File: src/rtl/nexys_input_pkg.sv
// Shared constants and types for the Nexys push-button / slide-switch input conditioning.
package nexys_input_pkg;

  localparam int unsigned DEBOUNCE_CYCLES_DEFAULT = 500000;
  localparam int unsigned SW_WIDTH                = 16;

  typedef enum logic {
    STABLE   = 1'b0,
    CHANGING = 1'b1
  } db_state_e;

endpackage

File: src/rtl/input_debounce.sv
// Two-flop synchronizer followed by a counting debouncer for a WIDTH-bit input vector.
// The stable value is replaced only after the synchronized vector holds one new value for DEBOUNCE_CYCLES cycles.
module input_debounce
  import nexys_input_pkg::*;
#(
  parameter int unsigned WIDTH           = 1,
  parameter int unsigned DEBOUNCE_CYCLES = DEBOUNCE_CYCLES_DEFAULT
) (
  input  logic             clk_i,
  input  logic             rst_i,
  input  logic [WIDTH-1:0] raw_i,
  output logic [WIDTH-1:0] level_o,
  output logic             changed_o
);

  localparam int unsigned     CNT_W    = $clog2(DEBOUNCE_CYCLES);
  localparam logic [CNT_W-1:0] CNT_LAST = CNT_W'(DEBOUNCE_CYCLES - 1);

  logic [WIDTH-1:0] sync1_q;
  logic [WIDTH-1:0] sync2_q;
  logic [WIDTH-1:0] prev_q;
  logic [WIDTH-1:0] stable_q;
  logic [CNT_W-1:0] cnt_q;
  db_state_e        state_q;
  logic             changed_q;

  // Metastability guard for the asynchronous pins.
  always_ff @(posedge clk_i) begin
    if (rst_i) begin
      sync1_q <= '0;
      sync2_q <= '0;
    end else begin
      sync1_q <= raw_i;
      sync2_q <= sync1_q;
    end
  end

  // cnt_q holds how many consecutive cycles the current differing value has already been seen,
  // so the first differing cycle is counted on entry and acceptance lands 2 + DEBOUNCE_CYCLES after the pin.
  always_ff @(posedge clk_i) begin
    if (rst_i) begin
      state_q   <= STABLE;
      cnt_q     <= '0;
      stable_q  <= '0;
      prev_q    <= '0;
      changed_q <= 1'b0;
    end else begin
      prev_q    <= sync2_q;
      changed_q <= 1'b0;
      case (state_q)
        STABLE: begin
          if (sync2_q != stable_q) begin
            state_q <= CHANGING;
            cnt_q   <= CNT_W'(1);
          end else begin
            cnt_q <= '0;
          end
        end
        CHANGING: begin
          if (sync2_q == stable_q) begin
            state_q <= STABLE;
            cnt_q   <= '0;
          end else if (sync2_q != prev_q) begin
            cnt_q <= CNT_W'(1);
          end else if (cnt_q == CNT_LAST) begin
            stable_q  <= sync2_q;
            changed_q <= 1'b1;
            state_q   <= STABLE;
            cnt_q     <= '0;
          end else begin
            cnt_q <= cnt_q + CNT_W'(1);
          end
        end
        default: begin
          state_q <= STABLE;
          cnt_q   <= '0;
        end
      endcase
    end
  end

  assign level_o   = stable_q;
  assign changed_o = changed_q;

endmodule

File: src/rtl/nexys_input_cond.sv
// Conditions the raw Nexys button and slide switches into debounced levels and edge pulses for the SoC.
module nexys_input_cond
  import nexys_input_pkg::*;
#(
  parameter int unsigned DEBOUNCE_CYCLES = DEBOUNCE_CYCLES_DEFAULT
) (
  input  logic                clk_i,
  input  logic                rst_i,
  input  logic                btn_i,
  input  logic [SW_WIDTH-1:0] sw_i,
  output logic                btn_level_o,
  output logic                btn_press_o,
  output logic                btn_release_o,
  output logic [SW_WIDTH-1:0] sw_o,
  output logic                sw_changed_o
);

  logic btn_changed;

  input_debounce #(
    .WIDTH           (1),
    .DEBOUNCE_CYCLES (DEBOUNCE_CYCLES)
  ) u_btn_debounce (
    .clk_i     (clk_i),
    .rst_i     (rst_i),
    .raw_i     (btn_i),
    .level_o   (btn_level_o),
    .changed_o (btn_changed)
  );

  input_debounce #(
    .WIDTH           (SW_WIDTH),
    .DEBOUNCE_CYCLES (DEBOUNCE_CYCLES)
  ) u_sw_debounce (
    .clk_i     (clk_i),
    .rst_i     (rst_i),
    .raw_i     (sw_i),
    .level_o   (sw_o),
    .changed_o (sw_changed_o)
  );

  // Both terms are flop outputs; the new level tells the direction of the accepted edge.
  assign btn_press_o   = btn_changed & btn_level_o;
  assign btn_release_o = btn_changed & ~btn_level_o;

endmodule

File: config.mk
export PLATFORM = sky130hd
export DESIGN_NAME = nexys_input_cond
export DESIGN_NICKNAME = d
export VERILOG_FILES = /design/src/rtl/nexys_input_pkg.sv /design/src/rtl/input_debounce.sv /design/src/rtl/nexys_input_cond.sv
export SDC_FILE = /design/constraint.sdc
export NUM_CORES = 1
export LEC_CHECK = 0
export CAP_MARGIN = 20
export CELL_PAD_IN_SITES_DETAIL_PLACEMENT = 1
export CELL_PAD_IN_SITES_GLOBAL_PLACEMENT = 1
export CORE_MARGIN = 2
export CORE_UTILIZATION = 48
export CTS_CLUSTER_SIZE = 30
export DETAILED_ROUTE_END_ITERATION = 12
export HOLD_SLACK_MARGIN = 0.05
export MAX_ROUTING_LAYER = met4
export PLACE_DENSITY_LB_ADDON = 0.3
export RECOVER_POWER = 100
export SYNTH_ARGS = -nofsm -noshare
export SYNTH_HDL_FRONTEND = slang
export SYNTH_SLANG_ARGS = --single-unit
File: constraint.sdc
create_clock -name clk_i -period 4.7 [get_ports clk_i]
set_input_delay 0.705 -clock clk_i [delete_from_list [all_inputs] [get_ports clk_i]]
set_output_delay 0.705 -clock clk_i [all_outputs]
set_load 0.1 [all_outputs]
==> results.sh, run 1 <==
export IMPL_status="complete, but fails checks"
export IMPL_violations="max-capacitance violations, max-slew violations"
export IMPL_cp_slowest_cell="clkbuf_1"
export IMPL_synth_seq_cells=110
export IMPL_gp_congestion=0.8352
export IMPL_die_y_um=98.31
export IMPL_wirelength_um=8693
export IMPL_yosysTopAreaCellShare_pct=51.58
export IMPL_drive_gt1_share_pct=7.940
export IMPL_syn_area_per_cell_um2=10.04
export IMPL_async_flop_share_pct=0
export IMPL_worstSkewPairLatency_ns=0.37
export IMPL_worstMarginPinSlew_ns=2.837
export IMPL_grt_pass1_wl_um=14950
export IMPL_crit_end="u_sw_debounce.level_o[15]"
export IMPL_drc_errors=0
export IMPL_grt_use_total_pct=19.69
export IMPL_critPathTopFamily="buffers and inverters"
export IMPL_timing_final_crit_share_pct=66.90
export IMPL_syn_num_nets=446
export IMPL_reg2reg_to="u_sw_debounce.level_o[13]"
export IMPL_initial_core_util_pct=49.19
export IMPL_postCtsSetupRepairBufs=0
export IMPL_cp_cell_sequence="buf_2, clkbuf_1, nor2b_1, mux2_2"
export IMPL_r2r_slack_ns=1.81
export IMPL_required_ns=4.96
export IMPL_fin_setup_tns_ns=0
export IMPL_core_um2=8678
export IMPL_worstHoldPathType="flop to flop"
export IMPL_slew_headroom_pct=-89.13
export IMPL_ant_nets=0
export IMPL_netlist_area_um2=4269
export IMPL_final_setup_worst_slack_ns=1.556
export IMPL_reg2reg_from="u_sw_debounce.cnt_q[14]"
export IMPL_rows=34
export IMPL_synth_distinct_cells=37
export IMPL_layout_min_cycle_time_ns=3.144
export IMPL_synth_seq_area_share_pct=51.58
export IMPL_r2r_cells=5
export IMPL_ys_flop_type="dfxtp_1"
export IMPL_holdBufCountCts=0
export IMPL_clock_root_buffer="clkbuf_8"
export IMPL_vias_per_cell=5.075
export IMPL_setup_viol=0
export IMPL_cp_num_buf_inv=2
export IMPL_drt_initial_drc_count=65
export IMPL_ir_worst_vdd_mv=0.1353
export IMPL_leakagePower_nw=1.829
export IMPL_cts_resized=0
export IMPL_critical_path_class="primary input to flop"
export IMPL_finalPower_mw=1.635
export IMPL_nets=482
export IMPL_maxSlewViolCount=71
export IMPL_ys_warn_count=0
export IMPL_skew_ns=0.01177
export IMPL_synth_edff_count=0
export IMPL_cpPeakStageDelay_ns=2.00
export IMPL_antenna_found_initial=0
export IMPL_cp_end_kind="flop"
export IMPL_htreeDepth=3
export IMPL_place_port_buffers=38
export IMPL_yosys_top_cells_area="dfxtp_1 52%, nor2b_1 10%, xnor2_1 7.6%, xor2_1 5.9%, mux2_2 4.5%"
export IMPL_grt_overflow=0
export IMPL_final_util_pct=56.82
export IMPL_vias=2913
export IMPL_die_area_um2=9664
export IMPL_cp_start_kind="primary input"
export IMPL_first_pass_iters=4
export IMPL_wire_per_inst_um=15.14
export IMPL_first_global_vias=3081
export IMPL_crit_start="rst_i"
export IMPL_path_clk_slew_ns=0.10
export IMPL_maxCapViolCount=1
export IMPL_synth_cells=425
export IMPL_grt_max_degree=71
export IMPL_place_ws_ns=1.801
export IMPL_rsz0062_at_grt="false"
export IMPL_hold_viol=0
export IMPL_crit_cells=4
export IMPL_clock_sinks=110
export IMPL_hpwl_um=6185
export IMPL_cts_buffers=9
export IMPL_synthTopCellsByCount="110 x dfxtp_1, 69 x nor2b_1, 46 x nor2_1"
export IMPL_powerDensity_nw_per_um2=331.6
export IMPL_io_pins=39
export IMPL_die_w_um=98.31
export IMPL_crit_arrival_ns=3.41
export IMPL_yosys_area_top_type="dfxtp_1"
export IMPL_fmax_mhz=318.0
export IMPL_yosysMostFrequentCell="dfxtp_1"
export IMPL_area_delta_synth_final_pct=15.50
export IMPL_cts_tree="built"
export IMPL_diodes=0
export IMPL_worstPathMaxFanout=70
export IMPL_cts_buffer_depth=2
## placed cells by master (no fill, tap or decap), types with 16 or more instances in the layout
cell type and count:
nor2_1 46, mux2_2 17, nand3_1 18, xor2_1 29, dfxtp_1 110, nor2b_1 69
dlygate4sd3_1 20, xnor2_1 37, nand2_1 16, clkdlybuf4s50_1 17
## kinds of logic after synthesis
group | count (synthesis) | share of synthesized area [%]
buffers and inverters | 20 | 2.081
DFF | 110 | 51.58
and+or+nand+nor | 200 | 26.17
xor gates and xnor gates | 66 | 13.54
muxes | 17 | 4.484
AOI/OAI and AO/OA | 10 | 1.553
adders and majority gates | 2 | 0.5861
## through the flow
stage / instance area, um2 / hold slack (ns) / cells
4_1_cts: 4935 / 0.4523 / 574
3_5_place_dp: 4721 / 0.4274 / 558
2_1_floorplan: 4269 / 0.4138 / 425
5_1_grt: 4931 / 0.4615 / 574
3_3_place_gp: 4721 / 0.4192 / 558
6_report: 4931 / 0.4468 / 574
## final cells by class
| class | count | area (um2) |
|---|---|---|
| multi-input cells | 295 | 1978 |
| fillers | 994 | 3747 |
| clock buffers | 11 | 151.4 |
| well taps | 108 | 135.1 |
| inverters | 6 | 22.52 |
| clock inverters | 5 | 62.56 |
| repair buffers | 39 | 379.1 |
| flip-flops and latches | 110 | 2202 |
## registers in the layout (all words and copies together) (netlist names)
signal                    flops
u_sw_debounce.cnt_q          19
u_sw_debounce.changed_o       1
u_btn_debounce.sync1_q        1
u_btn_debounce.state_q        1
u_btn_debounce.sync2_q        1
u_btn_debounce.prev_q         1
u_sw_debounce.sync1_q        16
u_sw_debounce.state_q         1
u_btn_debounce.changed_o      1
u_btn_debounce.level_o        1
u_btn_debounce.cnt_q         19
u_sw_debounce.level_o        16
u_sw_debounce.prev_q         16
u_sw_debounce.sync2_q        16
## worst min path at each step
stage	start	end	slack (ns)	depth (start not counted)
finish	u_sw_debounce.sync1_q[5]	u_sw_debounce.sync2_q[5]	0.45	1
global route	u_sw_debounce.sync1_q[12]	u_sw_debounce.sync2_q[12]	0.46	1
CTS	u_sw_debounce.sync1_q[12]	u_sw_debounce.sync2_q[12]	0.45	1
detailed placement	u_sw_debounce.sync1_q[12]	u_sw_debounce.sync2_q[12]	0.43	1
global placement	u_sw_debounce.sync1_q[5]	u_sw_debounce.sync2_q[5]	0.42	1
floorplan	u_btn_debounce.sync1_q	u_btn_debounce.sync2_q	0.41	1
## report_power, final
part / switching (mW) / internal (mW)
clock network: 0.321 / 0.279
logic: 0.0344 / 0.0359
registers: 0.0129 / 0.951
## metal layers
| metal | vias up | global-route usage, % | routed length, um |
|---|---|---|---|
| li1 | 1471 | - | - |
| met1 | 1396 | 24.24 | 4074 |
| met2 | 38 | 33.02 | 4317 |
| met3 | 8 | 3.865 | 213 |
| met4 | 0 | 5.479 | 88 |
| met5 | - | - | 0 |
Power figures use the tool's default switching activity.
==> run 2: changes to the inputs <==
CORE_UTILIZATION = 44   (was 48)
clock period = 3.1 ns   (was 4.7 ns; I/O delays follow)
==> run 2 against run 1 <==
Compared with the run above: the run now ends clean; sequential power grew 51%; die area grew 8.7%; combinational power grew 51%; global-route usage shrank 1.9 points; wire length shrank 3.2%; sequential share of layout area grew 0.81 points; register-to-register slack lost 1.3 ns; count of clock-buffer cells in the layout is the same; critical path type is now flop to flop.
==> results.sh, run 2 (synthesized netlist as in run 1, its figures left out) <==
export IMPL_ant_nets=0
export IMPL_place_ws_ns=0.6213
export IMPL_design_area_um2=4843
export IMPL_setup_viol=0
export IMPL_gr_usage_met2_pct=28.76
export IMPL_grt_busiest_layer="met2"
export IMPL_critical_path_class="flop to flop"
export IMPL_slew_headroom_pct=10.43
export IMPL_postCtsSetupRepairBufs=0
export IMPL_timing_final_crit_share_pct=85.06
export IMPL_dp_cells=580
export IMPL_cts_resized=0
export IMPL_nets=483
export IMPL_cp_slowest_cell="or4b_1"
export IMPL_drive_gt1_share_pct=7.742
export IMPL_cts_buffers=9
export IMPL_grt_use_total_pct=17.74
export IMPL_final_setup_worst_slack_ns=0.4632
export IMPL_area_delta_synth_final_pct=13.45
export IMPL_powerDensity_nw_per_um2=519.5
export IMPL_diodes=0
export IMPL_first_pass_iters=4
export IMPL_clock_root_buffer="clkbuf_8"
export IMPL_largestRegisters="u_btn_debounce.cnt_q x19, u_sw_debounce.cnt_q x19"
export IMPL_worstMarginPinSlew_ns=1.344
export IMPL_worstPathMaxFanout=16
export IMPL_grt_max_degree=71
export IMPL_vias=2901
export IMPL_rows=35
export IMPL_initial_core_util_pct=45.77
export IMPL_cpPeakStageDelay_ns=0.53
export IMPL_fin_hold_ws_ns=0.4469
export IMPL_grtUsageMet3_pct=4.203
export IMPL_die_y_um=102.5
export IMPL_drc_errors=0
export IMPL_status="complete, no violations"
export IMPL_worstHoldPathType="flop to flop"
export IMPL_vias_per_cell=4.884
export IMPL_grt_overflow=0
export IMPL_antenna_found_initial=0
export IMPL_final_cell_mix="110 x dfxtp_1, 69 x nor2b_1, 46 x nor2_1"
export IMPL_crit_start="u_sw_debounce.cnt_q[14]"
export IMPL_reg2reg_from="u_sw_debounce.cnt_q[14]"
export IMPL_holdBufCountCts=0
export IMPL_wirelength_um=8411
export IMPL_drt_initial_drc_count=68
export IMPL_worstHoldStart="u_sw_debounce.sync1_q[13]"
export IMPL_final_util_pct=51.92
export IMPL_crit_arrival_ns=2.90
export IMPL_first_global_vias=2979
export IMPL_fin_setup_tns_ns=0
export IMPL_placed_area_um2=4705
export IMPL_hpwl_um=5877
export IMPL_gp_congestion=0.8054
export IMPL_layout_min_cycle_time_ns=2.637
export IMPL_place_port_buffers=38
export IMPL_skew_ns=0.009665
export IMPL_maxSlewViolCount=0
export IMPL_wire_per_inst_um=14.16
export IMPL_htreeDepth=3
export IMPL_path_clk_slew_ns=0.09
export IMPL_hold_viol=0
export IMPL_final_common_cell="dfxtp_1"
export IMPL_cts_tree="built"
export IMPL_maxCapViolCount=0
export IMPL_io_pins=39
export IMPL_rsz0062_at_grt="false"
export IMPL_met1_usage_pct=21.69
export IMPL_fmax_mhz=379.3
export IMPL_die_w_um=102.5
export IMPL_ir_worst_vdd_mv=0.3444
export IMPL_finalPower_mw=2.516
export IMPL_clock_sinks=110
export IMPL_cts_buffer_depth=2
export IMPL_cp_cell_sequence="or4b_1, nor4_1, nand2_1, nor4_4, clkbuf_2, mux2_2"
export IMPL_leakagePower_nw=1.727
export IMPL_final_cells=594
export IMPL_worstSkewPairLatency_ns=0.37
export IMPL_die_area_um2=10510
export IMPL_core_um2=9328
export IMPL_cp_end_kind="flop"
export IMPL_required_ns=3.36
export IMPL_grt_pass1_wl_um=14080
export IMPL_cp_start_kind="flop"
-- run 2: cell types whose count changed in the layout (fill, tap and decap cells not counted) --
cell | previous run | this run
clkinvlp_4 | 2 | 0
bufinv_16 | 1 | 2
clkbuf_2 | 0 | 2
clkbuf_1 | 1 | 21
inv_6 | 2 | 0
dlygate4sd3_1 | 20 | 0
clkinv_4 | 0 | 1
buf_2 | 1 | 0
-- run 2: power by group --
part           leakage [nW]  internal [mW]  total, mW  switching, mW
sequential            0.896           1.44       1.46         0.0177
clock                 0.111          0.492      0.951          0.459
combinational         0.720         0.0535      0.106         0.0522
-- run 2: layout make-up --
class,instances,area (um2)
well taps,129,161.4
fillers,1053,4484
inverters,6,22.52
flip-flops and latches,110,2202
clock buffers,11,151.4
clock inverters,3,68.82
repair buffers,40,259.0
multi-input cells,295,1978
-- run 2: worst paths after layout --
check,depth (start not counted),to,slack (ns)
hold / removal,1,u_sw_debounce.sync2_q[13],0.45
setup / recovery,6,u_sw_debounce.level_o[11],0.46
setup reg to reg,6,u_sw_debounce.level_o[11],0.46
hold reg to reg,1,u_sw_debounce.sync2_q[13],0.45
-- run 2: worst max-delay path: cells and delay by family (launching register included) --
kind	cells	cell delay [ns]
buffers and inverters	1	0.43
flip-flops	1	0.35
multiplexers	1	0.40
AND/OR/NAND/NOR	4	1.35
-- run 2: layer usage --
metal / up-vias / share of wire (%)
met2: 31 / 49
met1: 1389 / 47
li1: 1470 / -
met5: - / 0
met3: 11 / 2.8
met4: 0 / 1.6
==> run 3: changes to the inputs <==
CTS_CLUSTER_SIZE = 8   (was 30)
GPL_ROUTABILITY_DRIVEN = 0   (was default)
==> results of run 3 <==
Final layout, timing and power as in run 2 (identical DEF).
